===== src/rtl/bp_update_queue.sv =====
// rtl/bp_update_queue.sv - in-order prediction queue pairing resolved outcomes with predictor training (optional BPUQ_STATS_EN)
module bp_update_queue #(
    parameter int DEPTH = 8,
    parameter int IDX_W = 32,
    parameter int CNT_W = 16
) (
    input  logic                       clk_i,
    input  logic                       rst_ni,
    input  logic                       flush_i,
    input  logic                       pred_valid_i,
    input  logic [IDX_W-1:0]           pred_idx_i,
    input  logic                       pred_taken_i,
    output logic                       pred_ready_o,
    input  logic                       res_valid_i,
    input  logic                       res_taken_i,
    output logic                       res_ready_o,
    output logic                       update_en_o,
    output logic                       br_result_o,
    output logic [IDX_W-1:0]           idx_o,
    output logic                       correct_o,
`ifdef BPUQ_STATS_EN
    output logic [CNT_W-1:0]           total_o,
    output logic [CNT_W-1:0]           mispred_o,
    input  logic                       stats_clr_i,
`endif
    output logic [$clog2(DEPTH):0]     occupancy_o
);

    localparam int AW = $clog2(DEPTH);
    localparam int PW = AW + 1;
    localparam logic [PW-1:0] PTR_ONE = PW'(1);

    logic [PW-1:0]    wr_ptr;
    logic [PW-1:0]    rd_ptr;
    logic [IDX_W-1:0] idx_mem [DEPTH];
    logic [DEPTH-1:0] taken_mem;

    logic full;
    logic empty;
    logic push;
    logic pop;

    // Extra pointer MSB tells a wrapped (full) queue apart from an empty one.
    assign empty = (wr_ptr == rd_ptr);
    assign full  = (wr_ptr[AW] != rd_ptr[AW]) && (wr_ptr[AW-1:0] == rd_ptr[AW-1:0]);

    assign pred_ready_o = !full;
    assign res_ready_o  = !empty && !flush_i;
    assign occupancy_o  = wr_ptr - rd_ptr;

    assign push = pred_valid_i && pred_ready_o && !flush_i;
    assign pop  = res_valid_i && res_ready_o;

    always_ff @(posedge clk_i) begin
        if (push) begin
            idx_mem[wr_ptr[AW-1:0]]   <= pred_idx_i;
            taken_mem[wr_ptr[AW-1:0]] <= pred_taken_i;
        end
    end

    always_ff @(posedge clk_i or negedge rst_ni) begin
        if (!rst_ni) begin
            wr_ptr      <= '0;
            rd_ptr      <= '0;
            update_en_o <= 1'b0;
            br_result_o <= 1'b0;
            idx_o       <= '0;
            correct_o   <= 1'b0;
        end else begin
            update_en_o <= pop;
            if (flush_i) begin
                wr_ptr <= '0;
                rd_ptr <= '0;
            end else begin
                if (push) wr_ptr <= wr_ptr + PTR_ONE;
                if (pop)  rd_ptr <= rd_ptr + PTR_ONE;
            end
            if (pop) begin
                idx_o       <= idx_mem[rd_ptr[AW-1:0]];
                br_result_o <= res_taken_i;
                correct_o   <= (taken_mem[rd_ptr[AW-1:0]] == res_taken_i);
            end
        end
    end

`ifdef BPUQ_STATS_EN
    // Counters watch the registered training pulse, so they trail it by one cycle.
    always_ff @(posedge clk_i or negedge rst_ni) begin
        if (!rst_ni) begin
            total_o   <= '0;
            mispred_o <= '0;
        end else if (stats_clr_i) begin
            total_o   <= '0;
            mispred_o <= '0;
        end else if (update_en_o) begin
            if (total_o != '1) total_o <= total_o + CNT_W'(1);
            if (!correct_o && (mispred_o != '1)) mispred_o <= mispred_o + CNT_W'(1);
        end
    end
`endif

endmodule

===== config.mk =====
export PLATFORM = sky130hd
export DESIGN_NAME = bp_update_queue
export DESIGN_NICKNAME = d
export VERILOG_FILES = /design/src/rtl/bp_update_queue.sv
export SDC_FILE = /design/constraint.sdc
export NUM_CORES = 1
export LEC_CHECK = 0
export CAP_MARGIN = 5
export CELL_PAD_IN_SITES_DETAIL_PLACEMENT = 1
export CELL_PAD_IN_SITES_GLOBAL_PLACEMENT = 1
export CORE_MARGIN = 2
export CORE_UTILIZATION = 40
export CTS_CLUSTER_SIZE = 20
export DETAILED_ROUTE_END_ITERATION = 7
export PLACE_DENSITY = 0.7
export SLEW_MARGIN = 20
export SYNTH_ARGS = -nofsm -noshare
export SYNTH_HDL_FRONTEND = slang
export SYNTH_SLANG_ARGS = --single-unit

===== constraint.sdc =====
create_clock -name clk_i -period 6.9 [get_ports clk_i]
set_input_delay 0.69 -clock clk_i [delete_from_list [all_inputs] [get_ports clk_i]]
set_output_delay 0.69 -clock clk_i [all_outputs]
set_load 0.01 [all_outputs]

Word-level counts from Yosys, hierarchy flattened:

Memories as Yosys holds them, arrays and structs flattened. A register that Yosys moved wholly into a read port is not among the register bits.
Index checks and enable logic that the tools add are counted.

* eq/ne operators: 4
* bitwise gates (word level): 0
* magnitude comparators: 3
* reduce and logical (&&, ||, !) cells: 12
* add/subtract/negate cells: 3
* mux-type cells: 11
* $mul: 0
* shifts and indexed selects: 0
* div/mod/pow operators: 0

Operator list (number)
* 4-bit 2-to-1 mux: 4
* 4-bit by 1-bit adder with 4-bit output (second input constant): 2
* 8-bit bitwise mux: 1
* 3-bit by 4-bit less-than comparator with 1-bit output (second input constant): 2
* 1-bit logical AND: 6
* 4-bit equality test: 1
* 1-bit zero test: 4
* 1-bit 2-to-1 mux: 4
* 2-bit nonzero test: 2
* 4-bit subtractor: 1
* 1-bit binary-select mux with 3-bit select: 1
* 1-bit demux with 3-bit select: 1
* 3-bit equality test: 1
* 3-bit by 1-bit greater-or-equal comparator with 1-bit output (second input constant): 1
* 1-bit equality test: 1
* 1-bit inequality test: 1

* output and inout bits: 41
* word-level logic and storage cells: 40
* register bits: 19
* memories: 1
* ROM bits: 0
* latch bits: 0
* bits in writable memories: 256

Memories
* idx_mem: depth 8, width 32, rd ports 1, clocked after Yosys merged registers in 1, write ports 1, line 35 `logic [IDX_W-1:0] idx_mem [DEPTH];`

Logic depth before layout (Yosys ltp):

* word-level depth: 7
* mapped depth: 10
* depth with buffers taken out: 7

Worst setup path before layout:

OpenSTA, ideal clock, no wires.

* kind: register to register
* from: register rd_ptr[1]
* to: memory idx_mem[0][0], enable pin
* path buffers: 2
* library setup time: 0.464 ns
* setup slack: 2.129 ns
* period minus slack after synthesis: 4.771 ns
* arrival time: 4.307 ns
* stages on the path, launching flop included: 9
* cells stage by stage: dfrtp_1 -> clkbuf_1 -> clkinv_1 -> clkbuf_1 -> ha_1 -> nand3_1 -> o21ai_1 -> or3_1 -> nor3_1

* cells in the longest elaborated chain, start to end: 7

RTL lines
* start: declaration: line 34 `logic [PW-1:0] rd_ptr;`
* start signal: assignment: line 76 `if (pop) rd_ptr <= rd_ptr + PTR_ONE;`
* 3-bit equality test: line 45 `assign full = (wr_ptr[AW] != rd_ptr[AW]) && (wr_ptr[AW-1:0] == rd_ptr[AW-1:0]);`
* 1-bit logical AND: line 45
* 1-bit zero test: line 47 `assign pred_ready_o = !full;`
* 1-bit logical AND (2 in series): line 51 `assign push = pred_valid_i && pred_ready_o && !flush_i;`
* 1-bit 2-to-1 mux: line 55 `if (push) begin`
* 1-bit 2-to-1 mux (not written as such): line 56 `idx_mem[wr_ptr[AW-1:0]] <= pred_idx_i;`
* end: declaration: line 35

No other way between the ends.

Worst setup path in the final report:

* from: register rd_ptr[1]
* to: output occupancy_o[3]

* cells in the longest elaborated chain, start to end: 1

RTL lines
* 4-bit subtractor: line 49 `assign occupancy_o = wr_ptr - rd_ptr;`
* end: declaration: line 26 `output logic [$clog2(DEPTH):0] occupancy_o`

No other way between the ends.

==> key figures <==
Run status
  – Status: finished, final reports clean

Setup path
  – Startpoint Class: register
  – Crit path required time: 6.21 ns
  – Crit path capture type: output pin
  – Worst R2R Setup Slack: 2.98 ns
  – Delay-heaviest family, CP: buffers and inverters
  – Critical path peak fanout: 36
  – Number of cells on the critical path: 7
  – Crit path DAT: 3.35 ns
  – Slowest stage cell, crit path: dfrtp_2
  – Critical R2R Capture: idx_mem[5][12]
  – CP Class: register to output pin
  – R2R Path Start: rd_ptr[1]
  – Worst path max stage delay: 0.90 ns
  – Critical path buffer and inverter count: 3
  – Reg2Reg Depth: 8
  – CP Cell Sequence: clkinv_1 > buf_4 > ha_1 > a21o_1 > a21oi_1 > xnor2_1 > clkdlybuf4s50_1

STA
  – Tcrit/Tclk final: 58.62%
  – Setup violations, final: 0
  – Setup TNS: 0 ns
  – Hold Vio Cnt, Final: 0
  – Post-route setup slack: 2.855 ns
  – Slew margin rel.: 32.43%
  – Fin Clk Skew: 0.01557 ns
  – Final Slew Violations: 0
  – Worst Max-Slew Pin Slew: 1.013 ns
  – Minimum clock period: 4.045 ns
  – F_max: 0.2472 GHz
  – RSZ-0062 raised after global routing: no

Synth
  – Synth Register Bits: 307
  – Synth top area share: 67.82%
  – Synth unique cells: 35
  – Most frequent cell after synthesis: edfxtp_1
  – Leading post-synthesis cells by cell area: edfxtp_1, mux4_2, dfrtp_1, nand2_1, a31oi_1
  – EDFF count, synth: 264
  – Mean post-synth cell area: 19.48 um2
  – Ys async rst share: 14.01%
  – Ys flop type: edfxtp_1
  – Synth Instances: 600
  – Sequential area share after synthesis: 77.02%
  – Post-synth top cells: edfxtp_1, nand2_1, mux4_2
  – Synth area leader: edfxtp_1
  – Yosys warnings: 0
  – Post-Synthesis Cell Area: 11690 um2
  – Syn_nets: 645

Global route
  – First-pass GRT wire length: 38080 um
  – Global-route usage over all layers: 16.19%
  – Largest net degree at the start of global routing: 69
  – GRT overflow: 0
  – Antenna violations before repair: 0
  – Vias in the first global route: 6363

Clocking
  – Post-cts sizing count: 0
  – CTS sink count: 307
  – Clock Pin Slew Worst Setup and Hold Paths: 0.07 ns
  – Post-CTS Setup Bufs: 0
  – CTS tree: built
  – Hold buffers post-CTS: 0
  – Htree depth: 1
  – CTS root buf: clkbuf_16
  – Skew-Pair Late Insertion Delay: 0.54 ns
  – CTS Buffer Depth: 3
  – Inserted Clock Buffers: 30

Job
  – Max Cap Viol: 0

Detailed routing
  – DRC viols: 0
  – Via count: 5746
  – Routed WL per cell: 22.18 um
  – Drt initial violations: 381
  – Via-per-instance ratio: 5.209
  – Post-route ant nets: 0
  – TritonRoute pass-1 iters: 4
  – Final wirelength: 24470 um

Die
  – DIE AREA: 30610 um2
  – Row count: 62
  – Die Y: 175.0 um
  – Starting density of the core: 40.73%
  – Core area: 28700 um2
  – I/O pin total: 80
  – Die width: 175.0 um

Place
  – IO buf count: 79
  – GP Congestion: 0.7550
  – DP HPWL: 14070 um
  – DP Cell Count: 1042
  – Worst slack at placement: 2.743 ns

Final layout
  – Fillers: 2648
  – Register area: 9010 um2
  – Diode count: 0
  – Final Instance Count excl. Fillers: 1103
  – Area delta synth->final: 19.55%
  – Final core occ: 48.69%
  – Share of layout cells above drive strength 1: 18.92%
  – Multi-input logic area: 2524 um2
  – Layout net count: 741

Power
  – Pwr Density: 320.1 nW/um2
  – Peak supply drop: 0.0001941 V
  – Leakage: 4.544 nW

Min path
  – Hold Crit Class: input pin to asynchronous set/reset pin
==> flip-flops by register name, summed over array words and instances, names as in the netlist <==
name,count
rd_ptr,4
update_en_o,1
idx_mem,256
wr_ptr,4
taken_mem,8
br_result_o,1
idx_o,32
correct_o,1
==> per-stage QoR <==
step	hold slack [ns]	instance area (um2)	power (mW)
detailed placement	0.4826	12900	2.998
global placement	0.4648	12900	2.969
CTS	0.3013	13810	4.524
finish	0.2867	13980	4.474
floorplan	0.3944	11690	2.641
global route	0.3290	13980	4.661
==> how the worst max path moves through the flow <==
| stage | start | endpoint |
|---|---|---|
| 2_1_floorplan | rd_ptr[1] | idx_mem[0][0] |
| 3_3_place_gp | rd_ptr[1] | idx_mem[4][16] |
| 5_1_grt | rd_ptr[1] | occupancy_o[3] |
| 6_report | rd_ptr[1] | occupancy_o[3] |
| 4_1_cts | rd_ptr[1] | idx_mem[5][18] |
| 3_5_place_dp | rd_ptr[1] | idx_mem[5][20] |
==> power breakdown <==
| part | switching (mW) | total, mW | internal (mW) |
|---|---|---|---|
| Clock | 0.653 | 1.53 | 0.872 |
| Sequential | 0.102 | 2.24 | 2.14 |
| Combinational | 0.317 | 0.704 | 0.386 |
| Total | 1.07 | 4.47 | 3.40 |
==> kinds of logic after synthesis <==
family | after synthesis | synth area share, %
flops | 307 | 77.02
compound gates | 44 | 2.387
mux | 68 | 12.89
fa+ha+maj | 6 | 0.7064
xor+xnor | 9 | 0.8028
buf+inv | 38 | 1.862
simple gates | 128 | 4.335
==> layout make-up <==
cell class | instances | area share (%)
multi-input cells | 255 | 18.06
flip-flops and latches | 307 | 64.47
clock inverters | 10 | 0.5372
inverters | 8 | 0.2149
clock buffers | 45 | 5.998
repair buffers | 94 | 7.287
well taps | 384 | 3.438
==> per-layer routing <==
layer  wire [um]  part of all wire, %  GRT usage, %
met1       10570                   43         22.59
met2       12210                   50         27.27
met3        1379                  5.6         2.611
met4         308                  1.3         3.125
met5           0                    0             0
==> placed cells by master, fill, tap and decap left out, types with 2 or more instances in the layout <==
cell,n
clkdlybuf4s50_1,78
and3_1,2
a21oi_1,2
nor2_4,6
dfrtp_2,2
dfrtp_1,40
nand2_1,71
ha_1,5
o211ai_1,3
a21o_1,2
nand2b_1,2
inv_1,6
mux4_2,66
clkbuf_1,13
buf_4,9
clkinv_2,5
buf_16,6
nand3_1,2
clkbuf_16,31
xor2_1,3
edfxtp_1,264
a31oi_1,32
clkinv_1,4
nor2_1,39
mux2i_1,2
nor3_2,2
o21ai_1,2
or3_1,2
xnor2_1,4
Note: power is estimated with default switching activity, not from simulation.
==> edit: new RTL, same settings <==
The parameter `IDX_W` goes from 32 to 16.
--- a/src/rtl/bp_update_queue.sv
+++ b/src/rtl/bp_update_queue.sv
@@ -2,5 +2,5 @@
 module bp_update_queue #(
     parameter int DEPTH = 8,
-    parameter int IDX_W = 32,
+    parameter int IDX_W = 16,
     parameter int CNT_W = 16
 ) (
Ports: changed (resized idx_o and pred_idx_i); port bits go from 80 to 48. No check against the original RTL was run, so the function may have changed too.
==> edit against the original RTL <==
Sequential cell count decreased by 144; design area decreased by 44%; area after synthesis fell by 45%; wire length fell by 47%; global-route usage up 0.53 points; setup slack better by 570 ps; power down 43%; synthesized cell count fell by 46%; critical path type unchanged.
==> edit: results (changes against the original RTL) <==
----------------------------------------------------
[Synthesis]
  Part of the Yosys area used for sequential elements ... 74.54% (was 77.02%)
  Unique cell type count in the Yosys netlist ... 32 (was 35)
  Mux contribution to synthesized area ... 15.05% (was 12.89%)
  Post-synthesis xor/xnor area fraction ... 1.607% (was 0.8027%)
  Top area cells in the synthesized netlist ... sky130_fd_sc_hd__edfxtp_1, sky130_fd_sc_hd__mux4_2, sky130_fd_sc_hd__dfrtp_1 (unchanged)
  Synthesized-area fraction occupied by ao, oa, aoi and oai cells ... 2.587% (was 2.387%)
  Net count after synthesis ... 355 (was 645)
  Share of async-settable or async-resettable flops after synthesis ... 16.56% (was 14.01%)

[Power]
  Maximum VDD drop ... 0.2071 mV (was 0.1941 mV)
  Switching part of the total ... 23.21% (was 23.97%)
  Leakage Power ... 2.740 nW (was 4.544 nW)

[Critical path]
  Critical path data arrival time ... 2780 ps (was 3350 ps)
  Critical path peak fanout ... 18 (was 36)

[STA]
  Worst clock skew on the final layout ... 8.428 ps (was 15.57 ps)
  Pin slew with the least headroom to its limit ... 732.7 ps (was 1013 ps)

[Drt]
  Total via count in the routed design ... 3121 (was 5746)
  Count of routing violations after the opening detailed-route iteration ... 216 (was 381)
  Final Routed Wirelength ... 12870 microns (was 24470 microns)

[CTS]
  Maximum buffer depth of the clock tree ... 2 (was 3)
  Num CTS Buffers ... 17 (was 30)
  Clock latency on the worst-skew pair ... 430 ps (was 540 ps)

[Global routing]
  Number of global-route vias before repair ... 3474 (was 6363)
  Largest net degree at the start of global routing ... 39 (was 69)
  Aggregate global-route resource usage ... 16.72% (was 16.19%)

[Final layout]
  Number of fill cells ... 1495 (was 2648)
  Max FFs per register ... 128 (was 256)
  Net count reported at finish ... 419 (was 741)

[Run status]
  Result of the run ... complete, no violations (unchanged)

[Placed design]
  Input/output buffers ... 47 (was 79)
  Post-DP HPWL ... 7552 microns (was 14070 microns)

----------------------------------------------------
## edit: changes by cell type in the layout (fill, tap and decap cells not counted), moves of 16 or more
cell                              unedited run  this run
sky130_fd_sc_hd__mux2i_1                     2        18
sky130_fd_sc_hd__edfxtp_1                  264       136
sky130_fd_sc_hd__a31oi_1                    32         0
sky130_fd_sc_hd__mux4_2                     66        34
sky130_fd_sc_hd__clkdlybuf4s50_1            78        47
sky130_fd_sc_hd__nor2_1                     39        14
sky130_fd_sc_hd__nand2_1                    71        19
## edit: stage by stage
step,cell area (sq um),instances,power [mW],util [%]
3_3_place_gp,7137,586,1.613,45.26
4_1_cts,7736,618,2.596,49.06
6_report,7764,619,2.567,49.23
5_1_grt,7764,619,2.675,49.23
3_5_place_dp,7137,586,1.630,45.26
2_1_floorplan,6385,326,1.428,-
## edit: path summary, 6_finish.rpt
check / start / to / slack [ps] / depth (start not counted)
worst min register to register: correct_o / correct_o / 480 / 2
worst max-delay path: rd_ptr[2] / res_ready_o / 3430 / 6
worst min-delay path: correct_o / correct_o / 480 / 2
max in group asynchronous: rst_ni / rd_ptr[0] / 5920 / 2
min in group asynchronous: rst_ni / idx_o[0] / 660 / 2
worst max register to register: rd_ptr[2] / idx_mem[6][5] / 3890 / 7
## edit: layer usage
| metal | track usage [%] | vias up | share of wire, % |
|---|---|---|---|
| met5 | 0 | - | 0 |
| met4 | 7.009 | 0 | 1.9 |
| met3 | 4.059 | 19 | 4.2 |
| met2 | 28.18 | 66 | 50 |
| met1 | 20.83 | 1622 | 44 |
| li1 | - | 1414 | - |
## edit: final cells by class
class | count | share of cell area (%)
tap | 216 | 3.481
inverter | 8 | 0.3868
multi-input combinational | 141 | 19.61
clock inverter | 12 | 2.095
sequential | 163 | 61.32
clock buffer | 20 | 5.624
timing repair buffer | 59 | 7.478
## edit: worst max-delay path, stage by stage (launching register included)
cell	delay, ps
sky130_fd_sc_hd__dfrtp_1	430
sky130_fd_sc_hd__inv_2	490
sky130_fd_sc_hd__ha_1	390
sky130_fd_sc_hd__nand3_1	340
sky130_fd_sc_hd__nor2_1	80
sky130_fd_sc_hd__nor2_1	90
sky130_fd_sc_hd__clkdlybuf4s50_1	540
## edit: power by group through the flow
stage               Clock [mW]  Combinational, mW  Sequential [mW]
floorplan                    0              0.215             1.21
global placement             0              0.425             1.19
detailed placement           0              0.436             1.19
CTS                      0.984              0.439             1.17
global route              1.02              0.476             1.18
finish                   0.964              0.432             1.17
